## src/rtl/mem_access_stage.sv

```systemverilog
// mem_access_stage
//   MEM pipeline stage with an integrated MEM/WB register. Accepts one
//   instruction at a time from execute (valid/ready), issues loads/stores on a
//   request/grant/response data-memory port with byte enables, extends
//   sub-word load data, and bounds load responses with a timeout.
//
//   Optional build macro: MEM_ACC_MISALIGN_TRAP_EN
//     defined   : misaligned memory ops bypass dmem and complete with
//                 wb_misaligned = 1, wb_reg_write = 0
//     undefined : low offset bits below the access size are dropped
//                 (access forced size-aligned); wb_misaligned reads 0
//
// Ports
//   clk, rst_n                 clock, async active-low reset
//   ex_*                       instruction from execute (valid/ready handshake)
//   condpc                     ex_cond ? ex_alu_result : ex_npc (combinational)
//   dmem_req/we/addr/wdata/be  memory request, held until dmem_gnt
//   dmem_gnt                   request accepted
//   dmem_rvalid/rdata          load response
//   wb_*                       MEM/WB register (valid/ready handshake)

module mem_access_stage #(
    parameter int DATA_WIDTH     = 32,
    parameter int TIMEOUT_CYCLES = 255
) (
    input  logic                    clk,
    input  logic                    rst_n,
    input  logic                    ex_valid,
    output logic                    ex_ready,
    input  logic [DATA_WIDTH-1:0]   ex_alu_result,
    input  logic [DATA_WIDTH-1:0]   ex_store_data,
    input  logic [DATA_WIDTH-1:0]   ex_npc,
    input  logic                    ex_cond,
    input  logic                    ex_mem_rd,
    input  logic                    ex_mem_wr,
    input  logic [1:0]              ex_size,
    input  logic                    ex_unsigned,
    input  logic                    ex_reg_write,
    input  logic                    ex_mem_to_reg,
    input  logic [4:0]              ex_rd,
    output logic [DATA_WIDTH-1:0]   condpc,
    output logic                    dmem_req,
    output logic                    dmem_we,
    input  logic                    dmem_gnt,
    output logic [DATA_WIDTH-1:0]   dmem_addr,
    output logic [DATA_WIDTH-1:0]   dmem_wdata,
    output logic [DATA_WIDTH/8-1:0] dmem_be,
    input  logic                    dmem_rvalid,
    input  logic [DATA_WIDTH-1:0]   dmem_rdata,
    output logic                    wb_valid,
    input  logic                    wb_ready,
    output logic [DATA_WIDTH-1:0]   wb_lmd,
    output logic [DATA_WIDTH-1:0]   wb_alu_result,
    output logic [4:0]              wb_rd,
    output logic                    wb_reg_write,
    output logic                    wb_mem_to_reg,
    output logic                    wb_bus_err,
    output logic                    wb_misaligned
);
    localparam int BW   = DATA_WIDTH / 8;
    localparam int OFFW = $clog2(BW);
    localparam int CW   = $clog2(TIMEOUT_CYCLES + 2);
    localparam logic [BW-1:0] BE1  = BW'(1);
    localparam logic [BW-1:0] BE3  = BW'(3);
    localparam logic [BW-1:0] BE15 = BW'(15);

    typedef enum logic [1:0] {IDLE, REQ, WAIT_RSP} state_t;
    state_t state_q, state_d;

    // Request registers, captured on accept
    logic [DATA_WIDTH-1:0] alu_q, wdata_q;
    logic [OFFW-1:0]       off_q;
    logic [1:0]            size_q;
    logic                  uns_q, we_q, rw_q, m2r_q;
    logic [4:0]            rd_q;
    logic [CW-1:0]         cnt_q, cnt_d;

    // MEM/WB register
    logic                  wb_valid_q, wb_rw_q, wb_m2r_q, wb_err_q, wb_mis_q;
    logic [DATA_WIDTH-1:0] wb_lmd_q, wb_alu_q;
    logic [4:0]            wb_rd_q;
    logic                  wb_load, wb_rw_d, wb_m2r_d, wb_err_d, wb_mis_d;
    logic [DATA_WIDTH-1:0] wb_lmd_d, wb_alu_d;
    logic [4:0]            wb_rd_d;

    logic                  accept, is_mem, trap;
    logic [OFFW-1:0]       raw_off, lo_mask, eff_off;
    logic [BW-1:0]         be;
    logic [DATA_WIDTH-1:0] rep, shifted, lmd;

    assign condpc   = ex_cond ? ex_alu_result : ex_npc;
    assign ex_ready = (state_q == IDLE) && (!wb_valid_q || wb_ready);
    assign accept   = ex_valid && ex_ready;
    assign is_mem   = ex_mem_rd | ex_mem_wr;

    // lo_mask selects the offset bits below the access size
    assign raw_off  = ex_alu_result[OFFW-1:0];
    assign lo_mask  = OFFW'((32'd1 << ex_size) - 32'd1);
    assign eff_off  = raw_off & ~lo_mask;

`ifdef MEM_ACC_MISALIGN_TRAP_EN
    assign trap = is_mem & (|(raw_off & lo_mask));
`else
    assign trap = 1'b0;
`endif

    // Byte lanes and replicated store data for the held request
    always_comb begin
        be  = '1;
        rep = wdata_q;
        case (size_q)
            2'd0: begin be = BE1  << off_q; rep = {BW{wdata_q[7:0]}};         end
            2'd1: begin be = BE3  << off_q; rep = {(BW/2){wdata_q[15:0]}};    end
            2'd2: begin be = BE15 << off_q; rep = {(BW/4){wdata_q[31:0]}};    end
            default: ;
        endcase
    end

    assign dmem_req   = (state_q == REQ);
    assign dmem_we    = dmem_req & we_q;
    assign dmem_be    = dmem_req ? be : '0;
    assign dmem_wdata = dmem_req ? rep : '0;
    assign dmem_addr  = dmem_req ? {alu_q[DATA_WIDTH-1:OFFW], {OFFW{1'b0}}} : '0;

    // Load data: align selected lanes to bit 0, then extend
    assign shifted = dmem_rdata >> {off_q, 3'b000};
    always_comb begin
        lmd = shifted;
        case (size_q)
            2'd0: lmd = DATA_WIDTH'({{56{~uns_q & shifted[7]}},  shifted[7:0]});
            2'd1: lmd = DATA_WIDTH'({{48{~uns_q & shifted[15]}}, shifted[15:0]});
            2'd2: lmd = DATA_WIDTH'({{32{~uns_q & shifted[31]}}, shifted[31:0]});
            default: ;
        endcase
    end

    always_comb begin
        state_d  = state_q;
        cnt_d    = cnt_q;
        wb_load  = 1'b0;
        wb_lmd_d = '0;
        wb_alu_d = alu_q;
        wb_rd_d  = rd_q;
        wb_rw_d  = rw_q;
        wb_m2r_d = m2r_q;
        wb_err_d = 1'b0;
        wb_mis_d = 1'b0;
        case (state_q)
            IDLE: begin
                if (accept) begin
                    if (is_mem && !trap) begin
                        state_d = REQ;
                    end else begin
                        wb_load  = 1'b1;
                        wb_alu_d = ex_alu_result;
                        wb_rd_d  = ex_rd;
                        wb_rw_d  = ex_reg_write & ~trap;
                        wb_m2r_d = ex_mem_to_reg;
                        wb_mis_d = trap;
                    end
                end
            end
            REQ: begin
                if (dmem_gnt) begin
                    if (we_q) begin
                        wb_load = 1'b1;
                        state_d = IDLE;
                    end else begin
                        cnt_d   = '0;
                        state_d = WAIT_RSP;
                    end
                end
            end
            WAIT_RSP: begin
                cnt_d = cnt_q + CW'(1);
                if (dmem_rvalid) begin
                    wb_load  = 1'b1;
                    wb_lmd_d = lmd;
                    state_d  = IDLE;
                end else if ((TIMEOUT_CYCLES != 0) && (cnt_q == CW'(TIMEOUT_CYCLES))) begin
                    wb_load  = 1'b1;
                    wb_err_d = 1'b1;
                    wb_rw_d  = 1'b0;
                    state_d  = IDLE;
                end
            end
            default: state_d = IDLE;
        endcase
    end

    always_ff @(posedge clk or negedge rst_n) begin
        if (!rst_n) begin
            state_q    <= IDLE;
            cnt_q      <= '0;
            alu_q      <= '0;
            wdata_q    <= '0;
            off_q      <= '0;
            size_q     <= '0;
            uns_q      <= 1'b0;
            we_q       <= 1'b0;
            rw_q       <= 1'b0;
            m2r_q      <= 1'b0;
            rd_q       <= '0;
            wb_valid_q <= 1'b0;
            wb_lmd_q   <= '0;
            wb_alu_q   <= '0;
            wb_rd_q    <= '0;
            wb_rw_q    <= 1'b0;
            wb_m2r_q   <= 1'b0;
            wb_err_q   <= 1'b0;
            wb_mis_q   <= 1'b0;
        end else begin
            state_q <= state_d;
            cnt_q   <= cnt_d;
            if (accept) begin
                alu_q   <= ex_alu_result;
                wdata_q <= ex_store_data;
                off_q   <= eff_off;
                size_q  <= ex_size;
                uns_q   <= ex_unsigned;
                we_q    <= ex_mem_wr & ~ex_mem_rd;
                rw_q    <= ex_reg_write;
                m2r_q   <= ex_mem_to_reg;
                rd_q    <= ex_rd;
            end
            if (wb_load) begin
                wb_valid_q <= 1'b1;
                wb_lmd_q   <= wb_lmd_d;
                wb_alu_q   <= wb_alu_d;
                wb_rd_q    <= wb_rd_d;
                wb_rw_q    <= wb_rw_d;
                wb_m2r_q   <= wb_m2r_d;
                wb_err_q   <= wb_err_d;
                wb_mis_q   <= wb_mis_d;
            end else if (wb_valid_q && wb_ready) begin
                wb_valid_q <= 1'b0;
            end
        end
    end

    assign wb_valid      = wb_valid_q;
    assign wb_lmd        = wb_lmd_q;
    assign wb_alu_result = wb_alu_q;
    assign wb_rd         = wb_rd_q;
    assign wb_reg_write  = wb_rw_q;
    assign wb_mem_to_reg = wb_m2r_q;
    assign wb_bus_err    = wb_err_q;
    assign wb_misaligned = wb_mis_q;

endmodule
```

## config.mk

```make
export PLATFORM = sky130hd
export DESIGN_NAME = mem_access_stage
export DESIGN_NICKNAME = d
export VERILOG_FILES = /design/src/rtl/mem_access_stage.sv
export SDC_FILE = /design/constraint.sdc
export NUM_CORES = 1
export LEC_CHECK = 0
export CAP_MARGIN = 10
export CORE_MARGIN = 1.5
export CORE_UTILIZATION = 35
export CTS_CLUSTER_DIAMETER = 80
export CTS_CLUSTER_SIZE = 10
export DETAILED_ROUTE_END_ITERATION = 16
export GPL_TIMING_DRIVEN = 0
export PLACE_DENSITY_LB_ADDON = 0.08
export SLEW_MARGIN = 10
export SYNTH_ARGS = -nofsm -noshare
export SYNTH_HDL_FRONTEND = slang
export SYNTH_SLANG_ARGS = --single-unit
```

## constraint.sdc

```tcl
create_clock -name clk -period 3.2 [get_ports clk]
set_input_delay 0.64 -clock clk [delete_from_list [all_inputs] [get_ports clk]]
set_output_delay 0.64 -clock clk [all_outputs]
set_load 0.02 [all_outputs]
```

==> results of run 1 <==
stage by stage:
step | power, mW | utilization | hold slack, ns | setup TNS, ns
2_1_floorplan | 7.63 | - | 0.344 | 0
3_3_place_gp | 10.5 | 0.512 | 0.459 | -931.07
3_5_place_dp | 10.5 | 0.513 | 0.475 | -17.09
4_1_cts | 12.6 | 0.539 | 0.208 | -0.00722
5_1_grt | 13.3 | 0.539 | 0.222 | -0.00638
6_report | 12.5 | 0.539 | 0.168 | 0
path summary, 6_finish.rpt:
| kind | to | slack [ns] |
|---|---|---|
| min in group clk | cnt_q[7] | 0.48 |
| max reg2reg | wb_alu_result[28] | 0.79 |
| min reg2reg | cnt_q[7] | 0.48 |
| max | dmem_wdata[31] | 0.08 |
| max in group asynchronous | wb_alu_result[2] | 2.15 |
| min | wb_lmd[19] | 0.17 |
repair_timing:
action | CTS | global route
buffers inserted | 1 | 0
endpoints found under the setup margin | 56 | 54
hold endpoints to repair | 0 | 0
resized for setup | 51 | 25
pin swaps | 1 | 0
hold buffers | 0 | 0
per-layer routing:
metal  vias up  global-route usage  routed length, um
li1       3286                   -                  -
met1      3378               0.259              11400
met2       242               0.368              13000
met3        23              0.0724               2350
met4         0              0.0561                339
met5         -                   0                  0
where the power goes:
group	internal [mW]	switching, mW	leakage, nW
combinational	3.37	3.47	3.08
clock	1.13	0.906	0.276
sequential	2.98	0.609	1.97
cell usage after synthesis (2+ instances only):
master and instances:
a211o_1 7, a21oi_1 34, a22o_1 10, a31oi_1 8, a32o_1 15, and2_1 43
buf_1 5, buf_2 20, buf_4 6, buf_6 3, clkbuf_1 24, dfrtp_1 161
ha_1 6, inv_1 6, mux2_2 183, mux2i_1 20, mux2i_4 2, nand2_1 61
nand2b_1 8, nand3_1 8, nor2_1 28, nor2b_1 9, nor3b_1 6, o21ai_0 16
o22ai_1 2, o2bb2ai_1 16
cell families after synthesis:
group / Yosys count / synth area share
compound gates: 119 / 0.103
xor+xnor: 1 / 0.00103
fa+ha+maj: 6 / 0.00885
buf+inv: 65 / 0.0372
flops: 161 / 0.475
mux: 205 / 0.272
other cells: 1 / 0.000442
simple gates: 172 / 0.103
worst max-delay path, cell delays in order (launching register included):
cell and delay, ns:
dfrtp_1 0.38, clkbuf_4 0.24, inv_1 0.08, ha_1 0.19
buf_4 0.19, nor2_4 0.15, clkbuf_4 0.23, nand2_1 0.08
a31oi_1 0.15, dlygate4sd2_1 0.37
layout make-up:
cell class	instances	area share
multi-input combinational	506	0.327
sequential	161	0.317
timing repair buffer	321	0.251
clock buffer	20	0.0359
tap	319	0.0314
buffer	56	0.0259
clock inverter	12	0.00983
inverter	6	0.00177
antenna	2	0.000393
==> key figures, run 1 <==
CTS
  • CTS tree: yes
  • Max H-tree Level: 4
  • Clock-pin slew on the worst setup and hold paths: 0.07 ns
  • CTS max path bufs: 2
  • Clock sinks: 161
  • Clk Latency, worst-skew pair: 0.42 ns
  • CTS buffer count: 17
  • Clock root buffer: clkbuf_16

Layout
  • Final Instance Count excl. Fillers: 1,403
  • Fillers: 2,138
  • Nets: 1,222
  • Area of the multi-input gates: 4160 sq um
  • Post-route cell area: 12,700 sq um
  • Synthesis-to-layout area growth: 49.9%
  • Share of post-route cells with drive strength above 1: 0.263
  • Commonest cells after routing, fill and taps aside: clkdlybuf4s50_1 (295), mux2_2 (183), dfrtp_1 (161)
  • Most common cell after layout, fill and taps aside: clkdlybuf4s50_1
  • Reg area: 4030 sq um

Pwr
  • Pwr dens: 981 nW/um^2
  • Pleak: 5.33 nW
  • Peak supply drop: 394 uV

Timing
  • Final slew viol count: 0
  • Final Setup Violations: 0
  • Slew Limit Headroom: 0.552
  • Setup ws final: 0.0839 ns
  • Fmax achieved: 321 MHz
  • Final Hold Viols: 0
  • Clock Skew: 0.0122 ns
  • Worst-margin pin slew: 0.672 ns
  • Period utilization: 0.974
  • Min Clock Period, post-route: 3.12 ns

Synth
  • Number of cells produced by synthesis: 730
  • Top cells by area, synth: dfrtp_1 (47%), mux2_2 (24%), and2_1 (3.2%)
  • Post-synth top area cell: dfrtp_1
  • Syn avg cell area: 11.6 sq um
  • Synth warn: 0
  • Mapped Area: 8480 sq um
  • Ys async rst share: 1.00
  • Library cells used by synthesis: 49
  • Post-synth top area share: 0.475
  • Post-synth EDFFs: 0
  • Flops & latches, synth: 161
  • Sequential fraction of the synthesis area: 0.475
  • Most used DFF post-synth: dfrtp_1

Hold path
  • Hold Crit Class: input pin to async pin

Die
  • Io pins: 324
  • Die height: 159 um
  • Rows: 56
  • Core Area: 23,600 sq um
  • Die area: 25,200 sq um
  • Initial Util: 0.359
  • Die width: 159 um

Global routing
  • Global-route wire length before repair: 40,500 um
  • Initial antenna violation count: 0
  • Largest net degree at the start of global routing: 83
  • Vias in the first global route: 7,073
  • GRT Resource Usage Total: 0.215
  • Grt ovf: 0

Worst setup path
  • Crit path DAT: 2.48 ns
  • Worst reg2reg startpoint: cnt_q[0]
  • Worst Setup SP: size_q[1]
  • Worst setup path class: flip-flop to output pin
  • Worst EP required: 2.56 ns
  • Crit path max fanout: 10
  • CP Launch Type: flip-flop
  • Worst R2R Path Depth: 10
  • Worst Setup End Kind: output pin

Run status
  • Status: finished, final reports clean

Drt
  • Final ANT Viol Nets: 0
  • DR pass1 iterations: 4
  • Vias per cell: 4.94
  • DR DRC count: 0
  • Initial DRC Count: 303
  • Post-Route WL: 27,100 um
  • Vias: 6,929
  • WL/cell: 19.3 um

Place
  • PortBufs: 319
  • Post-placement cell count: 1,371
  • Setup WS pre-CTS: -0.992 ns
  • HPWL after DPL: 20,500 um
  • Area after DPL: 12,100 sq um
  • Routability cong.: 0.839

Run
  • Max-cap violations: 0
No activity file was read; power rests on OpenSTA's default activity.
==> run 2, diff against run 1 <==
--- a/config.mk
+++ b/config.mk
@@ -5,11 +5,11 @@
 export SDC_FILE = /design/constraint.sdc
 export NUM_CORES = 1
 export LEC_CHECK = 0
+export ABC_AREA = 1
 export CAP_MARGIN = 10
 export CORE_MARGIN = 1.5
 export CORE_UTILIZATION = 35
 export CTS_CLUSTER_DIAMETER = 80
-export CTS_CLUSTER_SIZE = 10
 export DETAILED_ROUTE_END_ITERATION = 16
 export GPL_TIMING_DRIVEN = 0
 export PLACE_DENSITY_LB_ADDON = 0.08
==> constraint.sdc (replaced) <==
create_clock -name clk -period 3.2 [get_ports clk]
set_input_delay 0.64 -clock clk [delete_from_list [all_inputs] [get_ports clk]]
set_output_delay 0.64 -clock clk [all_outputs]
set_load 0.05 [all_outputs]
==> key figures, run 2 <==
Worst setup path
  • CP Launch Type: flip-flop
  • Critical-path cell list: inv_2 -> nand2_1 -> buf_2 -> buf_2 -> nor2_1 -> clkdlybuf4s50_1
  • Crit path max fanout: 10
  • Worst EP required: 2.56 ns
  • Critical-path top delay cell: clkdlybuf4s50_1
  • Crit path DAT: 2.45 ns
  • Worst Setup End Kind: output pin
  • Worst setup path class: flip-flop to output pin
  • Crit-path max cell delay: 0.71 ns
  • Crit path top cell by count: buf_2

Synth
  • Mapped Area: 8680 sq um
  • Ys async rst share: 1.00
  • Sequential fraction of the synthesis area: 0.464
  • Syn avg cell area: 7.18 sq um
  • Post-synth top area cell: dfrtp_1
  • Flops & latches, synth: 161
  • Post-synth top cells: nand2_1 (444), dfrtp_1 (161), nor2_1 (143), o21ai_0 (114), inv_1 (112)
  • Post-synth top area share: 0.464
  • Top cells by area, synth: dfrtp_1 (46%), nand2_1 (19%), o21ai_0 (6.6%)
  • Post-synth EDFFs: 0
  • Library cells used by synthesis: 35
  • Most used DFF post-synth: dfrtp_1
  • Synth warn: 0
  • Top-count cell post-synth: nand2_1
  • Number of cells produced by synthesis: 1,208

Layout
  • Share of post-route cells with drive strength above 1: 0.0933
  • Post-route cell area: 12,900 sq um
  • Commonest cells after routing, fill and taps aside: nand2_1 (444), clkdlybuf4s50_1 (277), dfrtp_1 (161)
  • Nets: 1,705
  • Final Instance Count excl. Fillers: 1,889
  • Most common cell after layout, fill and taps aside: nand2_1
  • Antenna cells: 0
  • Fillers: 2,424
  • Synthesis-to-layout area growth: 48.8%

Global routing
  • Grt ovf: 0
  • GR peak layer: met2
  • Initial antenna violation count: 0
  • Met3 Track Usage GR: 0.0522
  • M1 GR Usage: 0.336
  • Vias in the first global route: 9,005
  • Largest net degree at the start of global routing: 100
  • Global-route wire length before repair: 50,400 um
  • GRT Resource Usage Total: 0.251
  • Met2 usage: 0.411

Timing
  • Clock Skew: 0.0137 ns
  • Final Hold Viols: 0
  • Final Setup Violations: 0
  • Period utilization: 0.965
  • Slew Limit Headroom: 0.477
  • Final slew viol count: 0
  • Worst-margin pin slew: 0.784 ns
  • Fmax achieved: 324 MHz
  • Min Clock Period, post-route: 3.09 ns

Die
  • Io pins: 324
  • Die width: 160 um
  • Rows: 57
  • Die area: 25,700 sq um
  • Initial Util: 0.357
  • Die height: 160 um
  • Core Area: 24,300 sq um

CTS
  • CTS tree: yes
  • Clk Latency, worst-skew pair: 0.43 ns
  • Max H-tree Level: 4
  • CTS max path bufs: 2
  • Clock sinks: 161
  • Clock-pin slew on the worst setup and hold paths: 0.07 ns
  • Hold buffers post-CTS: 0
  • CTS buffer count: 17
  • Clock root buffer: clkbuf_16

Drt
  • DR DRC count: 0
  • Post-Route WL: 32,000 um
  • Final ANT Viol Nets: 0
  • WL/cell: 16.9 um
  • Initial DRC Count: 602
  • Vias per cell: 4.77
  • DR pass1 iterations: 6
  • Vias: 9,019

Pwr
  • Pwr dens: 1110 nW/um^2
  • Pleak: 6.64 nW
  • Peak supply drop: 452 uV

Place
  • HPWL after DPL: 24,100 um
  • Routability cong.: 0.907
  • PortBufs: 319
  • Post-placement cell count: 1,854
  • Area after DPL: 12,300 sq um

Run status
  • Status: finished, final reports clean

Run
  • Max-cap violations: 0

Hold path
  • Hold Crit Class: input pin to async pin
-- run 2: cell count changes in the layout (fill, tap and decap cells not counted), moves of 20 or more --
cell      before  now
a21oi_1       34   64
and2_1        43    2
inv_1          6  111
mux2_2       183    0
mux2i_1       20    0
nand2_1       61  444
nor2_1        26  143
o211ai_1       0   28
o21ai_0       16  114
-- run 2: final timing paths --
path / startpoint / endpoint / slack (ns) / depth (start not counted)
worst min-delay path: rst_n / wb_lmd[0] / 0.25 / 1
worst max-delay path: state_q[1] / dmem_addr[9] / 0.11 / 6
worst max register to register: size_q[1] / wb_lmd[9] / 0.83 / 12
min in group clk: wb_lmd[1] / wb_lmd[1] / 0.47 / 2
worst min register to register: wb_lmd[1] / wb_lmd[1] / 0.47 / 2
max in group asynchronous: rst_n / cnt_q[1] / 2.14 / 2
-- run 2: cell families after synthesis --
logic type,Yosys count,synth area share
buf+inv,191,0.0956
simple gates,627,0.285
flops,161,0.464
fa+ha+maj,6,0.00865
other cells,1,0.000432
compound gates,222,0.146
-- run 2: final cells by class --
type | count | area (sq um) | area share
clock inverters | 13 | 153 | 0.0118
clock buffers | 19 | 433 | 0.0335
repair buffers | 323 | 3190 | 0.247
well taps | 324 | 405 | 0.0314
inverters | 119 | 455 | 0.0353
plain buffers | 72 | 409 | 0.0317
flip-flops and latches | 161 | 4030 | 0.312
multi-input cells | 858 | 3830 | 0.297
-- run 2: critical path, delay by kind of cell, from the launching register on --
kind / cells / cell delay (ns)
AND/OR/NAND/NOR: 2 / 0.15
buffers and inverters: 4 / 1.35
flip-flops: 1 / 0.53
-- run 2: per-layer routing --
| layer | part of all wire | wire (um) |
|---|---|---|
| met1 | 0.45 | 14200 |
| met2 | 0.47 | 15100 |
| met3 | 0.061 | 1950 |
| met4 | 0.020 | 631 |
| met5 | 0 | 0 |
-- run 2: per-stage QoR --
stage	hold slack [ns]	TNS, ns	setup slack, ns	power [mW]	utilization
3_3_place_gp	0.455	-906.08	-5.60	12.2	0.505
3_5_place_dp	0.460	-8.80	-0.476	12.2	0.506
2_1_floorplan	0.344	0	0.374	9.17	-
6_report	0.248	0	0.110	14.3	0.531
5_1_grt	0.317	-0.00956	-0.00926	15.2	0.531
4_1_cts	0.286	0	0.00819	14.3	0.531
-- run 2: where the power goes --
part | internal [mW] | switching (mW) | total, mW
Clock | 1.17 | 0.911 | 2.08
Combinational | 2.63 | 6.05 | 8.68
Sequential | 2.95 | 0.568 | 3.52
Total | 6.75 | 7.52 | 14.3
-- run 2: repair_timing --
| action | in CTS | in global routing |
|---|---|---|
| pin swaps | 1 | 0 |
| endpoints found under the setup margin | 90 | 33 |
| gates resized for setup | 100 | 53 |
| setup buffers | 1 | 2 |
==> RTL edit 1: new RTL, config.mk and constraints of run 1 <==
The 3 states of `state_t` get a one-hot encoding in 3 bits.
--- a/src/rtl/mem_access_stage.sv
+++ b/src/rtl/mem_access_stage.sv
@@ -64,7 +64,7 @@
     localparam logic [BW-1:0] BE3  = BW'(3);
     localparam logic [BW-1:0] BE15 = BW'(15);
 
-    typedef enum logic [1:0] {IDLE, REQ, WAIT_RSP} state_t;
+    typedef enum logic [2:0] {IDLE = 3'b001, REQ = 3'b010, WAIT_RSP = 3'b100} state_t;
     state_t state_q, state_d;
 
     // Request registers, captured on accept
Check against the original RTL: same outputs for any inputs over 4 cycles, from zero or initial values and one cycle with rst_n low; so few cycles prove little.
==> RTL edit 1 against run 1 <==
Die area increased by 0.10%. Clock skew increased by 0.0016 ns. Maximum frequency increased by 0.35%. Sequential cell count increased by 1. Power decreased by 17%. Setup slack improved by 0.011 ns. Wire length decreased by 3.0%. Synthesized area increased by 0.10%. Count of clock-buffer cells in the layout decreased by 2. Sequential power decreased by 3%. Non-clock buffer count decreased by 3. First-iteration DRC count decreased by 15%. Highest routed layer is now met5. Final area increased by 0.67%.
==> RTL edit 1: results (changes against run 1) <==
minimum clock period 3.11 ns (was 3.12 ns); Synth top cells by count 161 x dfrtp_1, 153 x mux2_2, 62 x nand2_1 (was 183 x mux2_2, 161 x dfrtp_1, 61 x nand2_1); Via density 4.93 (was 4.94); outcome finished clean (unchanged); 1st-iter DRT viols 257 (was 303); Nets 1231 (was 1222); largest net degree at the start of global routing 90 (was 83); highest metal used met5 (was met4); vias in the first global route 7017 (was 7073); initial antenna violation count 2 (was 0); Comb pwr share 0.464 (was 0.549); synth unique cells 48 (was 49); metal3 WL 2.04 mm (was 2.35 mm); syn_area_per_cell 11.5 µm² (was 11.6 µm²); routed wl met2 12.3 mm (was 13.0 mm); cell internal pwr 6530 µW (was 7490 µW); Final GP Congestion 0.789 (was 0.839); Worst Hold Slack 0.188 ns (was 0.168 ns); Final HPWL DP 19.9 mm (was 20.5 mm); Slew Limit Headroom 0.502 (was 0.552); DP Cell Count 1379 (was 1371); share of layout cells above drive strength 1 0.235 (was 0.263); r2r setup slk 0.82 ns (was 0.79 ns); mux contribution to synthesized area 0.270 (was 0.272); M1 WL 11.7 mm (was 11.4 mm); first-pass GRT wire length 41.4 mm (was 40.5 mm); GRT Overall Usage 0.211 (was 0.215); routed wire length per instance 18.6 µm (was 19.3 µm); post-synthesis sequential area ratio 0.477 (was 0.475); Seq pwr share 0.336 (was 0.288); Sw Share 0.370 (was 0.400); adder-cell area share of the yosys netlist 0.00884 (was 0.00885); peak supply drop 318 µV (was 394 µV); fillcell total 2112 (was 2138); R2R cell count 9 (was 10); post-synthesis xor/xnor area fraction 0.00516 (was 0.00103); DRT Wirelength 26.3 mm (was 27.1 mm)
[RTL edit 1: area by class of cell]
class / count / area (µm²) / area share
repair buffers: 321 / 3240 / 0.253
diodes: 1 / 2.50 / 0.000195
well taps: 319 / 399 / 0.0312
clock buffers: 18 / 439 / 0.0343
clock inverters: 14 / 155 / 0.0121
inverters: 11 / 41.3 / 0.00322
flip-flops and latches: 162 / 4060 / 0.317
multi-input cells: 512 / 4120 / 0.322
plain buffers: 53 / 355 / 0.0277
[RTL edit 1: critical path, stage by stage (launching register included)]
cell,delay [ns]
dfrtp_1,0.42
buf_2,0.31
clkbuf_4,0.31
nor2_1,0.09
a21oi_1,0.15
nor2_1,0.05
nor2_1,0.10
clkdlybuf4s50_1,0.62
[RTL edit 1: how the worst max path moves through the flow]
| stage | endpoint | startpoint |
|---|---|---|
| finish | dmem_be[3] | off_q[0]$_DFFE_PN0N_ |
| CTS | dmem_wdata[8] | size_q[1]$_DFFE_PN0N_ |
| global route | dmem_be[3] | off_q[0]$_DFFE_PN0N_ |
| global placement | wb_alu_result[17]$_DFFE_PN0P_ | rst_n |
| detailed placement | dmem_wdata[23] | size_q[1]$_DFFE_PN0N_ |
| floorplan | dmem_wdata[23] | size_q[1]$_DFFE_PN0N_ |
[RTL edit 1: logic make-up after synthesis]
kind of cell | after synthesis
AO/OA/AOI/OAI | 110
XOR/XNOR | 5
adder cells (fa/ha/maj) | 6
buffers and inverters | 66
flip-flops | 162
multiplexers | 207
other | 1
AND/OR/NAND/NOR | 181
[RTL edit 1: what timing repair did]
item,CTS,global route
gates resized for setup,73,26
endpoints found under the setup margin,68,55
buffers inserted,0,1
[RTL edit 1: layer usage]
layer,global-route usage,vias up
met2,0.345,233
met5,0,-
met1,0.275,3382
met3,0.0661,15
li1,-,3321
met4,0.0437,2
==> RTL edit 2: new RTL, flow settings as in run 1 <==
Without the edit above. `DATA_WIDTH`: 32 -> 64.
--- a/src/rtl/mem_access_stage.sv
+++ b/src/rtl/mem_access_stage.sv
@@ -20,7 +20,7 @@
 //   wb_*                       MEM/WB register (valid/ready handshake)
 
 module mem_access_stage #(
-    parameter int DATA_WIDTH     = 32,
+    parameter int DATA_WIDTH     = 64,
     parameter int TIMEOUT_CYCLES = 255
 ) (
     input  logic                    clk,
Ports: changed (10 resized); port bits go from 324 to 616. No check against the original RTL was run, so the function may have changed too.
==> RTL edit 2 against run 1 <==
Wire length is 140% higher. Sequential power increased by 77%. Synthesized area increased by 87%. Non-clock buffer count grew 364. Power grew 92%. Sequential cell count is 129 higher. Setup slack lost 0.0057 ns. Final area rose by 88%. Critical path type unchanged. Critical endpoint is now dmem_wdata[14]. Largest cell class unchanged. Highest routed layer unchanged.
==> RTL edit 2: results (changes against run 1) <==
synth unique cells 60 (was 49); DR pass1 iterations 5 (was 4); Leak 0.0105 µW (was 0.00533 µW); reg2reg end wb_lmd[34]$_DFFE_PN0P_ (was wb_alu_result[28]$_DFFE_PN0P_); Clock Buffer Count 37 (was 20); Via density 5.32 (was 4.94); fraction of area in registers 0.303 (was 0.317); Clock buf/inv share 0.0436 (was 0.0457); H-tree levels 2 (was 4); max incr delay on CP 0.40 ns (was 0.38 ns); Non-clk bufs 741 (was 377); num sequential 290 (was 161); routed wire length per instance 23.8 µm (was 19.3 µm); main area contributors after synthesis dfrtp_1 46%, mux2_2 15%, mux2i_1 5.7% (was dfrtp_1 47%, mux2_2 24%, and2_1 3.2%); Synth top cells by count 290 x dfrtp_1, 214 x mux2_2, 189 x nand2_1 (was 183 x mux2_2, 161 x dfrtp_1, 61 x nand2_1); vias in the first global route 14704 (was 7073); Core Rows 77 (was 56); CP max-delay cell dfrtp_2 (was dfrtp_1); diodes inserted 4 (was 2); share of layout cells above drive strength 1 0.224 (was 0.263); post-synthesis xor/xnor area fraction 0.00221 (was 0.00103); clock tree buffer depth 3 (was 2); P_comb 13700 µW (was 6850 µW); synthesized instance count 1508 (was 730); GRT Overall Usage 0.277 (was 0.215); later-pin clock latency in the skew report 0.55 ns (was 0.42 ns); Seq pwr share 0.264 (was 0.288); Final GP Congestion 0.921 (was 0.839); mux contribution to synthesized area 0.238 (was 0.272); r2r setup slk 0.47 ns (was 0.79 ns); Slew Limit Headroom 0.469 (was 0.552); met3 Usage GRT 0.0603 (was 0.0724); DP Cell Count 2715 (was 1371); outcome finished clean (unchanged); post-route insts no fill 2768 (was 1403)
RTL edit 2: cell types whose count changed after synthesis, moves of 17 or more:
cell / run 1 / this run
dfrtp_1: 161 / 290
a22oi_1: 0 / 23
clkbuf_1: 24 / 64
nand2_1: 61 / 189
o21ai_2: 0 / 30
o21ai_0: 16 / 146
mux4_2: 0 / 17
buf_2: 20 / 39
a21oi_1: 34 / 74
mux2_2: 183 / 214
mux2i_1: 20 / 91
a221o_1: 0 / 24
nor2_1: 28 / 79
and2_1: 43 / 72
RTL edit 2: per-layer routing:
layer | up-vias | routed length (µm)
met2 | 627 | 33100
li1 | 6700 | -
met1 | 7279 | 26200
met4 | 0 | 2210
met3 | 109 | 4530
met5 | - | 0
RTL edit 2: repair_timing:
item,4_1_cts,5_1_grt
endpoints found under the hold margin,0,0
endpoints found under the setup margin,186,47
setup buffers,6,5
pin swaps,7,5
resized for setup,224,75
